`config.mk`:
```
export PLATFORM = sky130hd
export DESIGN_NAME = apb_initiator
export DESIGN_NICKNAME = d
export VERILOG_FILES = /design/src/rtl/apb_initiator_pkg.sv /design/src/rtl/apb_initiator.sv
export SDC_FILE = /design/constraint.sdc
export NUM_CORES = 1
export LEC_CHECK = 0
export ABC_AREA = 1
export BUFFER_PORTS_ARGS = -buffer_cell sky130_fd_sc_hd__buf_2
export CORE_MARGIN = 1
export CORE_UTILIZATION = 45
export DETAILED_ROUTE_END_ITERATION = 16
export PLACE_DENSITY = 0.79
export SLEW_MARGIN = 10
export SYNTH_ARGS = -nofsm -noshare
export SYNTH_HDL_FRONTEND = slang
export SYNTH_SLANG_ARGS = --single-unit
```
`constraint.sdc`:
```
create_clock -name clk -period 2.8 [get_ports clk]
set_clock_uncertainty 0.05 [all_clocks]
set_input_delay 0.14 -clock clk [delete_from_list [all_inputs] [get_ports clk]]
set_output_delay 0.14 -clock clk [all_outputs]
set_load 0.1 [all_outputs]
```
`src/rtl/apb_initiator_pkg.sv`:
```
// rtl/apb_initiator_pkg.sv - shared FSM encoding and APB response codes for apb_initiator
package apb_initiator_pkg;

  typedef enum logic [1:0] {
    ST_IDLE   = 2'd0,
    ST_SETUP  = 2'd1,
    ST_ACCESS = 2'd2,
    ST_RESP   = 2'd3
  } state_e;

  localparam logic APB_RESP_OKAY   = 1'b0;
  localparam logic APB_RESP_SLVERR = 1'b1;

endpackage

```
`src/rtl/apb_initiator.sv`:
```
// rtl/apb_initiator.sv - valid/ready request channel to single APB3 transfers
// One transfer in flight; optional ACCESS-phase timeout turns a hung slave into an error.
module apb_initiator
  import apb_initiator_pkg::*;
#(
  parameter int W_ADDR         = 16,
  parameter int W_DATA         = 32,
  parameter int TIMEOUT_CYCLES = 256,
  parameter int W_TOCNT        = 9
) (
  input  logic              clk,
  input  logic              rst,
  input  logic              req_valid,
  output logic              req_ready,
  input  logic              req_write,
  input  logic [W_ADDR-1:0] req_addr,
  input  logic [W_DATA-1:0] req_wdata,
  output logic              rsp_valid,
  input  logic              rsp_ready,
  output logic [W_DATA-1:0] rsp_rdata,
  output logic              rsp_err,
  output logic              rsp_timeout,
  output logic              psel,
  output logic              penable,
  output logic              pwrite,
  output logic [W_ADDR-1:0] paddr,
  output logic [W_DATA-1:0] pwdata,
  input  logic [W_DATA-1:0] prdata,
  input  logic              pready,
  input  logic              pslverr
);

  localparam logic [W_TOCNT-1:0] TO_LAST = W_TOCNT'(TIMEOUT_CYCLES - 1);

  state_e              state_q, state_d;
  logic                pwrite_q, pwrite_d;
  logic [W_ADDR-1:0]   paddr_q, paddr_d;
  logic [W_DATA-1:0]   pwdata_q, pwdata_d;
  logic [W_DATA-1:0]   rsp_rdata_q, rsp_rdata_d;
  logic                rsp_err_q, rsp_err_d;
  logic                rsp_timeout_q, rsp_timeout_d;
  logic [W_TOCNT-1:0]  cnt_q, cnt_d;
  logic                timeout_hit;

  assign timeout_hit = (TIMEOUT_CYCLES != 0) && (cnt_q == TO_LAST);

  always_comb begin
    state_d       = state_q;
    pwrite_d      = pwrite_q;
    paddr_d       = paddr_q;
    pwdata_d      = pwdata_q;
    rsp_rdata_d   = rsp_rdata_q;
    rsp_err_d     = rsp_err_q;
    rsp_timeout_d = rsp_timeout_q;
    cnt_d         = cnt_q;
    case (state_q)
      ST_IDLE: begin
        if (req_valid) begin
          pwrite_d = req_write;
          paddr_d  = req_addr;
          pwdata_d = req_wdata;
          state_d  = ST_SETUP;
        end
      end
      ST_SETUP: begin
        cnt_d   = '0;
        state_d = ST_ACCESS;
      end
      ST_ACCESS: begin
        // pready has priority over a timeout landing on the same cycle
        if (pready) begin
          rsp_err_d     = (pslverr == APB_RESP_SLVERR);
          rsp_timeout_d = 1'b0;
          rsp_rdata_d   = (pwrite_q || pslverr) ? '0 : prdata;
          state_d       = ST_RESP;
        end else if (timeout_hit) begin
          rsp_err_d     = 1'b1;
          rsp_timeout_d = 1'b1;
          rsp_rdata_d   = '0;
          state_d       = ST_RESP;
        end else begin
          cnt_d = cnt_q + 1'b1;
        end
      end
      ST_RESP: begin
        if (rsp_ready) state_d = ST_IDLE;
      end
      default: state_d = ST_IDLE;
    endcase
  end

  always_ff @(posedge clk) begin
    if (rst) begin
      state_q       <= ST_IDLE;
      pwrite_q      <= 1'b0;
      paddr_q       <= '0;
      pwdata_q      <= '0;
      rsp_rdata_q   <= '0;
      rsp_err_q     <= 1'b0;
      rsp_timeout_q <= 1'b0;
      cnt_q         <= '0;
    end else begin
      state_q       <= state_d;
      pwrite_q      <= pwrite_d;
      paddr_q       <= paddr_d;
      pwdata_q      <= pwdata_d;
      rsp_rdata_q   <= rsp_rdata_d;
      rsp_err_q     <= rsp_err_d;
      rsp_timeout_q <= rsp_timeout_d;
      cnt_q         <= cnt_d;
    end
  end

  assign req_ready   = (state_q == ST_IDLE);
  assign rsp_valid   = (state_q == ST_RESP);
  assign psel        = (state_q == ST_SETUP) || (state_q == ST_ACCESS);
  assign penable     = (state_q == ST_ACCESS);
  assign pwrite      = pwrite_q;
  assign paddr       = paddr_q;
  assign pwdata      = pwdata_q;
  assign rsp_rdata   = rsp_rdata_q;
  assign rsp_err     = rsp_err_q;
  assign rsp_timeout = rsp_timeout_q;

endmodule
```
---- Yosys cells after proc, flatten, opt, wreduce, memory -nomap -nowiden ----
Cells that the tools add are included.
cells by class
  $add $sub $neg .......................... 1
  equal/unequal tests ..................... 9
  muxes and demuxes ....................... 14
  reduce and logical (&&, ||, !) cells .... 9
operators with widths
  operator                                                                 number
  32-bit two-way mux                                                       3
  9-bit two-way mux                                                        2
  9-bit one-hot mux with 2 select lines                                    1
  9-bit by 1-bit adder with 9-bit output, second input constant            1
  9-bit by 8-bit == test with 1-bit output, second input constant          1
  2-bit two-way mux                                                        4
  2-bit one-hot mux with 4 select lines                                    1
  2-bit inequality test, second input constant                             3
  3-bit AND reduction                                                      2
  2-bit == test, second input constant                                     2
  2-bit AND reduction                                                      2
  2-bit nonzero test                                                       2
  1-bit two-way mux                                                        3
  3-bit by 1-bit inequality test with 1-bit output, second input constant  1
  2-bit by 1-bit == test with 1-bit output, second input constant          1
  2-bit logical NOT                                                        1
  1-bit logical OR                                                         2
  2-bit by 1-bit inequality test with 1-bit output, second input constant  1
word-level totals
  bits in registers ....................... 94
  bits of input ports ..................... 87
  output and inout port bits .............. 87
  logic and storage cells ................. 41

---- Depth between registers and ports, before layout ----
Gate-level depths: netlist of the first run.
  depth in word-level cells ............... 4
  mapped depth ............................ 13
  mapped depth without buffers ............ 12

---- Worst setup path before layout of the first run ----
OpenSTA, ideal clock, no wires.
  path type ............................... reg-to-reg
  start point ............................. register state_q[0]
  end point ............................... register pwdata_q[10] (netlist: pwdata[10])
  library setup time ...................... 0.065 ns
  arrival time ............................ 2.150 ns
  required time ........................... 2.685 ns
  path slack .............................. 0.535 ns
  stages on the path, launching flop included .. 9
  path buffers ............................ 2
  period minus slack after synthesis ...... 2.265 ns
  cells stage by stage .................... dfxtp_1 inv_1 ha_1 nand2_1 inv_1 buf_2 buf_2 nor2_1 nor2_1
between the ends
  longest elaborated chain between the ends .. 2
ends and longest elaborated chain
  what                                  line                  RTL
  from (decl)                           apb_initiator.sv:35   state_e state_q, state_d;
  from (signal assigned)                apb_initiator.sv:103  state_q <= state_d;
  2-bit logical NOT                     --
  via req_ready                         apb_initiator.sv:14   output logic req_ready,
  2-bit AND reduction (no source line)  --
  to (signal assigned)                  apb_initiator.sv:106  pwdata_q <= pwdata_d;
  to (decl)                             apb_initiator.sv:38   logic [W_DATA-1:0] pwdata_q, pwdata_d;
The timed path passes the listed nets, and every way through them passes these cells.
A chain may end at the register's enable or synchronous reset.

---- Final worst setup path of the first run ----
  start point ............................. register cnt_q[0]
  end point ............................... register rsp_rdata_q[13] (netlist: rsp_rdata[13])
between the ends
  longest elaborated chain between the ends .. 3
ends and longest elaborated chain
  what                                      line                  RTL
  from (decl)                               apb_initiator.sv:42   logic [W_TOCNT-1:0] cnt_q, cnt_d;
  from (signal assigned)                    apb_initiator.sv:110  cnt_q <= cnt_d;
  9-bit by 8-bit == test with 1-bit output  apb_initiator.sv:45   assign timeout_hit = (TIMEOUT_CYCLES != 0) && (cnt_q == TO_LAST);
  2-bit nonzero test (no source line)       --
  2-bit AND reduction (no source line)      --
  to (signal assigned)                      apb_initiator.sv:107  rsp_rdata_q <= rsp_rdata_d;
  to (decl)                                 apb_initiator.sv:39   logic [W_DATA-1:0] rsp_rdata_q, rsp_rdata_d;
No other way between the ends.

==> reports/results.txt, run 1 <==
status: complete, no violations
Syn Inst Count: 461
vias in the first global route: 3,680
Worst-path clk slew: 90 ps
most common cell after layout, fill and taps aside: buf_2
synth warn: 0
Port Buffers: 173
XOR/XNOR share of the synthesized area: 0%
measured slew at the worst slew-check pin: 920 ps
mux cell area share after synthesis: 0%
# DRC: 0
crit path time final: 2360 ps
leak pwr: 2.45 nW
clk sinks: 94
largest net degree at the start of global routing: 52
Max clock buf depth: 2
CTS tree: done
largest family of logic cells by synthesized area: simple AND/OR/NAND/NOR gates
period utilisation layout: 84.4%
GRT Util Overall: 24.8%
RSZ-0062 raised after global routing: no
mapped cell area: 3490 sq um
TritonCTS Buffers: 9
Die W: 90.1 um
worst min path class: primary input to register
die area: 8120 sq um
total power: 5.75 mW
CP Cell Sequence: ha_1, nand2_1, inv_1, nand2_1, nor2_1, ha_1, nand2_1, nand2_1, inv_1, nand2_1, a21oi_1
vias: 3,813
Setup Viol. Count Final: 0
Syn Area/Cell: 7.58 sq um
post-synthesis compound-gate area fraction: 13.8%
CP max FO: 32
CP Capture Type: register
Total Wirelength: 10,100 um
Fill cells: 567
1st-pass router iterations: 5
share of layout cells above drive strength 1: 28.2%
Post-CTS Resized: 0
row cnt: 31
Simple-Gate Fraction of Synth Area: 24.4%
overall die height: 90.1 um
RePlAce Congestion: 0.869
crit path DAT: 2590 ps
dpl hpwl: 6210 um
global-route wire length before repair: 16,600 um
Final nets: 776
worst hold slack: 4.54 ps
commonest cells after routing, fill and taps aside: buf_2 (173), nor2_1 (117), dfxtp_1 (94)
Initial Util: 47.4%
Layout area overhead: 49.4%
Final Hold Fails: 0
Post CTS Setup Buffer Count: 0
max_slew headroom: 38.6%
Post-CTS Hold Buffers: 59
slowest stage delay, CP: 680 ps
WL per Instance: 12.8 um
Worst Setup Start Kind: register
Peak VDD IR: 0.880 mV
fin util: 70.8%
IO Pins: 174
initial DRC count: 114
Synth Register Bits: 94
pwr/cell area: 1100 nW/um^2
core region area: 7370 sq um
syn_nets: 554
setup TNS: 0 ps
total of max-cap violations: 0
final cell count without fillers: 787
Pins Over Slew Limit: 0
worst path required time: 3030 ps
Post-DRT Antenna Nets: 0
register area share after synthesis: 53.9%
slowest library cell on the worst path: inv_1
root buffer cell: clkbuf_8
# placed instances: 712
clk_lat worst skew: 350 ps
remaining global-route overflow: 0
Vias/cell: 4.84
most used cell, CP: nand2_1
Crit Path Class: register to register
Peak Freq: 423 MHz
CTS H-tree depth: 3
number of distinct library cells after synthesis: 17
initial antenna violation count: 0
Synth Area in Adders: 2.15%
Antenna Cells: 0
-- area by class of cell --
class / instances / area (sq um) / share of cell area (%)
clock inverter: 5 / 106 / 2.04
tap: 99 / 124 / 2.37
timing repair buffer: 237 / 1490 / 28.6
sequential: 94 / 1880 / 36.1
clock buffer: 11 / 131 / 2.52
inverter: 19 / 71.3 / 1.37
multi-input combinational: 322 / 1410 / 27.0
-- path summary, 6_finish.rpt --
check                             startpoint             to  slack [ps]  depth (start not counted)
worst max register to register      cnt_q[0]  rsp_rdata[13]         440                         11
worst min register to register   rsp_timeout    rsp_timeout         400                          2
worst max-delay path                cnt_q[0]  rsp_rdata[13]         440                         11
worst min-delay path            req_addr[13]      paddr[13]           5                          3
-- report_power, final --
group / switching [mW] / leakage, nW / internal (mW)
sequential: 0.129 / 0.769 / 1.58
combinational: 2.50 / 1.56 / 0.490
clock: 0.456 / 0.114 / 0.597
total: 3.08 / 2.45 / 2.66
-- synth_stat cells, drive strengths merged --
cell,number,area (sq um)
nor3,2,21.3
ha,6,75.1
buf,9,66.3
dfxtp,94,1880
a21oi,43,215
clkbuf,17,65.1
o21ai,53,265
nor2,117,439
nand2,92,348
nand3,9,45.0
inv,19,71.3
-- per-stage QoR --
step | instance area (sq um) | worst slack, ps
2_1_floorplan | 3490 | 535
3_3_place_gp | 4390 | 611
3_5_place_dp | 4390 | 467
4_1_cts | 5220 | 453
5_1_grt | 5220 | 186
6_report | 5220 | 436
-- state kept, by name (all words and copies together) (netlist names) --
register / count
pwdata: 32
paddr: 16
rsp_rdata: 32
pwrite: 1
cnt_q: 9
rsp_timeout: 1
rsp_err: 1
state_q: 2
-- logic make-up (layout without fill, tap and decap cells) --
logic type / Yosys count / count (layout)
AO/OA/AOI/OAI: 96 / 96
flip-flops: 94 / 94
buffers and inverters: 45 / 272
adder cells (fa/ha/maj): 6 / 6
AND/OR/NAND/NOR: 220 / 220
-- per-layer routing --
layer	wire [um]	GRT usage, %
met4	210	9.14
met2	4920	44.2
met1	4100	28.6
met3	857	6.26
met5	0	0
-- critical path, delay by kind of cell, from the launching register on --
family / cells / cell delay, ps
and+or+nand+nor: 6 / 520
AOI/OAI and AO/OA: 1 / 210
DFF: 1 / 350
buffers and inverters: 2 / 740
adders and majority gates: 2 / 420
No activity file was read; power rests on OpenSTA's default activity.
==> run 2: changes to the inputs <==
- clock period: 2.8 -> 2.4 ns (I/O delays scaled with it)
==> run 2 against run 1 <==
Against the previous run: total power up 19%; clock power increased by 17%; clock-buffer cell count is the same; critical endpoint is now rsp_rdata[20]; highest routed layer unchanged.
==> reports/results.txt, run 2 (same netlist as run 1, synthesis figures left out) <==
RePlAce Congestion: 0.867
vias: 3,966
GRT Util Overall: 27.1%
Layout area overhead: 56.0%
CP Capture Type: register
Peak VDD IR: 1.11 mV
slowest stage delay, CP: 380 ps
measured slew at the worst slew-check pin: 506 ps
row cnt: 31
terminus of the critical flop-to-flop path: rsp_rdata[20]
P_sw: 3.64 mW
clk sinks: 94
clk_lat worst skew: 340 ps
Die W: 90.1 um
initial DRC count: 158
period utilisation layout: 90.8%
Max clock buf depth: 2
Worst Setup EP: rsp_rdata[20]
setup TNS: 0 ps
Clock Power Share: 18.1%
CTS H-tree depth: 3
remaining global-route overflow: 0
total power: 6.82 mW
CP Depth: 12
global-route wire length before repair: 18,000 um
die area: 8120 sq um
Port Buffers: 173
overall die height: 90.1 um
minimum setup slack among reg-to-reg paths: 220 ps
R2R cell count: 12
IO Pins: 174
RSZ-0062 raised after global routing: no
core region area: 7370 sq um
WP buf/inv: 3
Post-DRT Antenna Nets: 0
crit path time final: 2180 ps
Pins Over Slew Limit: 0
Reg2Reg Launch Point: cnt_q[0]
worst path required time: 2570 ps
root buffer cell: clkbuf_8
max_slew headroom: 66.3%
Pint: 3.18 mW
Total Wirelength: 11,100 um
total of max-cap violations: 0
CTS tree: done
Crit path max-delay family: simple AND/OR/NAND/NOR gates
TritonCTS Buffers: 9
Sw Share: 53.3%
largest net degree at the start of global routing: 54
Crit Path Class: register to register
Fill cells: 512
pwr/cell area: 1250 nW/um^2
commonest cells after routing, fill and taps aside: buf_2 (173), nor2_1 (117), dfxtp_1 (94)
Initial Util: 47.4%
Logic pwr share: 52.6%
M1 wire length: 4390 um
Top Layer Used: met4
CP max FO: 16
Final Hold Fails: 0
dpl hpwl: 6120 um
worst min path class: primary input to register
Detail Route met3 WL: 998 um
most common cell after layout, fill and taps aside: buf_2
WL per Instance: 13.7 um
Crit. Startpoint: cnt_q[0]
# DRC: 0
Setup Viol. Count Final: 0
leak pwr: 2.55 nW
Worst Setup Start Kind: register
1st-pass router iterations: 5
share of layout cells above drive strength 1: 28.2%
status: complete, no violations
Peak Freq: 459 MHz
CP Cell Sequence: ha_1, nand2_1, inv_1, nand2_1, nor2_1, ha_1, nand2_1, nand2_1, clkinvlp_4, buf_12, nand2_1, a21oi_1
DR WL met2: 5410 um
Antenna Cells: 0
initial antenna violation count: 0
slowest library cell on the worst path: dfxtp_1
vias in the first global route: 3,915
Worst-path clk slew: 90 ps
Flop pwr share: 29.3%
Final nets: 799
Vias/cell: 4.90
most used cell, CP: nand2_1
crit path DAT: 2350 ps
[run 2: changes by cell type in the layout (fill, tap and decap cells not counted)]
cell,change
clkinvlp_4,+1
inv_6,-1
inv_1,-1
clkbuf_8,+1
clkinv_2,+1
dlygate4sd3_1,+18
buf_4,+3
buf_12,+1
clkbuf_1,-1
[run 2: what timing repair did]
action | in CTS | in global routing
buffers inserted | 0 | 3
resized for setup | 0 | 2
endpoints found under the hold margin | 77 | 0
hold buffers | 77 | 0
endpoints found under the setup margin | 0 | 32
[run 2: layer usage]
layer,GRT usage [%],vias to the layer above
met5,0,-
met4,11.0,0
met3,7.78,28
met1,30.8,1784
met2,47.5,206
li1,-,1948
[run 2: metrics by stage]
stage,hold slack (ps),setup slack [ps],cells,utilization (%),area [sq um]
2_1_floorplan,213,135,461,-,3490
3_3_place_gp,306,212,713,59.7,4400
3_5_place_dp,316,77.0,713,59.7,4400
4_1_cts,2.05,48.1,805,73.3,5400
5_1_grt,18.7,64.1,809,74.0,5450
6_report,10.7,220,809,74.0,5450
[run 2: worst min-delay path by stage]
stage                  start      endpoint  depth (start not counted)
6_report           req_write        pwrite                          3
2_1_floorplan      prdata[0]  rsp_rdata[0]                          2
4_1_cts        req_wdata[21]    pwdata[21]                          3
3_5_place_dp    req_wdata[6]     pwdata[6]                          3
3_3_place_gp    req_wdata[9]     pwdata[9]                          3
5_1_grt          req_addr[2]      paddr[2]                          3
[run 2: final cells by class]
class	count	area (sq um)	area share, %
clock inverters	4	95.1	1.74
inverters	19	75.1	1.38
repair buffers	259	1720	31.5
well taps	99	124	2.27
clock buffers	11	141	2.59
multi-input cells	322	1410	25.8
repair inverters	1	7.51	0.138
flip-flops and latches	94	1880	34.5
[run 2: power groups by stage]
stage | clock (mW) | combinational (mW) | sequential [mW]
after global routing | 1.33 | 3.76 | 2.03
after CTS | 1.25 | 3.52 | 1.99
after detailed placement | 0 | 3.42 | 2.02
after floorplan | 0 | 1.03 | 3.87
after global placement | 0 | 3.38 | 2.00
final | 1.23 | 3.59 | 2.00
[run 2: worst register-to-register path: stages (launching register included)]
cell and delay (ps):
dfxtp_1 380, ha_1 200, nand2_1 70, inv_1 110
nand2_1 60, nor2_1 110, ha_1 170, nand2_1 90
nand2_1 300, clkinvlp_4 180, buf_12 170, nand2_1 90
a21oi_1 70
==> run 3: changes to the inputs <==
- CORE_ASPECT_RATIO: unset -> 0.75
- GPL_TIMING_DRIVEN: unset -> 0
==> run 3 against run 2 <==
Against the previous run: combinational power hardly changed; clock-buffer cell count stayed put; largest power group unchanged; largest cell class unchanged; critical path type unchanged; core utilization is 0.50 points lower; critical endpoint is now rsp_rdata[22].
==> reports/results.txt, run 3 (same netlist as run 1, synthesis figures left out) <==
status: complete, no violations
dpl hpwl: 6760 um
share of layout cells above drive strength 1: 27.4%
CTS tree: done
overall die height: 78.3 um
multi-input combinational cell area: 1410 sq um
IO Pins: 174
remaining global-route overflow: 0
# DRC: 0
worst min path class: primary input to register
setup TNS: 0 ps
CP Capture Type: register
Post-CTS Resized: 0
Max clock buf depth: 2
worst hold slack: 11.8 ps
Worst Setup Start Kind: register
CTS H-tree depth: 3
Post-DRT Antenna Nets: 0
Post CTS Setup Buffer Count: 0
row cnt: 27
vias in the first global route: 3,998
initial DRC count: 211
Area after DPL: 4490 sq um
core region area: 7430 sq um
Layout area overhead: 56.3%
worst path required time: 2610 ps
period utilisation layout: 86.9%
Worst-path clk slew: 90 ps
Total Wirelength: 11,100 um
total of max-cap violations: 0
Pins Over Slew Limit: 0
Final Hold Fails: 0
Peak Freq: 480 MHz
max_slew headroom: 66.0%
Peak VDD IR: 0.896 mV
CP max FO: 10
GR Util met3: 7.39%
Register Area: 1880 sq um
GR peak layer: met2
commonest cells after routing, fill and taps aside: buf_2 (178), nor2_1 (117), dfxtp_1 (94)
Fill cells: 575
die area: 8120 sq um
1st-pass router iterations: 5
GRT Util Overall: 27.5%
RePlAce Congestion: 0.815
clk_lat worst skew: 340 ps
Die W: 104 um
Initial Util: 47.0%
WL per Instance: 13.3 um
clk sinks: 94
TritonCTS Buffers: 9
largest net degree at the start of global routing: 17
Crit Path Class: register to register
leak pwr: 2.54 nW
root buffer cell: clkbuf_8
RSZ-0062 raised after global routing: no
pwr/cell area: 1200 nW/um^2
post-route design area: 5460 sq um
crit path time final: 2090 ps
vias: 4,099
initial antenna violation count: 0
grt met1 use: 29.2%
Final nets: 817
Setup Viol. Count Final: 0
met2 GRT Util: 48.9%
global-route wire length before repair: 17,900 um
most common cell after layout, fill and taps aside: buf_2
Vias/cell: 4.94
Port Buffers: 173
Antenna Cells: 0
measured slew at the worst slew-check pin: 514 ps
crit path DAT: 2300 ps
run 3: worst max-delay path: stages (launching register included):
cell and delay (ps):
dfxtp_1 350, ha_1 240, nand2_1 70, inv_1 70, nand2_1 60, nor2_1 50
ha_1 190, nand2_1 110, nand2_1 100, inv_1 160, buf_2 250, nand2_1 100
a21oi_1 200
run 3: per-stage QoR:
stage / total power, mW / std cells / util, % / setup WS [ps]
global route: 6.85 / 830 / 73.5 / 165
floorplan: 4.90 / 461 / - / 135
global placement: 5.41 / 735 / 60.4 / 481
CTS: 6.52 / 830 / 73.5 / 392
finish: 6.55 / 830 / 73.5 / 315
detailed placement: 5.45 / 735 / 60.4 / 419
run 3: power by group:
| group | total, mW | internal [mW] | switching (mW) |
|---|---|---|---|
| Combinational | 3.59 | 0.636 | 2.95 |
| Sequential | 1.99 | 1.84 | 0.149 |
| Clock | 0.971 | 0.415 | 0.556 |
| Total | 6.55 | 2.89 | 3.66 |
run 3: path summary, 6_finish.rpt:
| kind | from | end | slack [ps] | depth (start not counted) |
|---|---|---|---|---|
| max | cnt_q[0] | rsp_rdata[22] | 310 | 12 |
| min | req_addr[11] | paddr[11] | 10 | 3 |
| max reg2reg | cnt_q[0] | rsp_rdata[22] | 310 | 12 |
| min reg2reg | rsp_timeout | rsp_timeout | 400 | 2 |
run 3: metal layers:
metal / wire length [um] / vias to the layer above
met5: 0 / -
met4: 550 / 0
met3: 630 / 53
met2: 5550 / 164
met1: 4320 / 1886
li1: - / 1996
run 3: what timing repair did:
action / CTS / global route
hold endpoints to repair: 79 / 0
hold buffers: 79 / 0
endpoints found under the setup margin: 0 / 0
run 3: cell type report:
type | instances | share of cell area [%]
clock inverter | 5 | 0.756
buffer | 26 | 2.41
tap | 101 | 2.31
multi-input combinational | 322 | 25.8
inverter | 19 | 1.31
timing repair buffer | 252 | 30.3
sequential | 94 | 34.5
clock buffer | 11 | 2.59
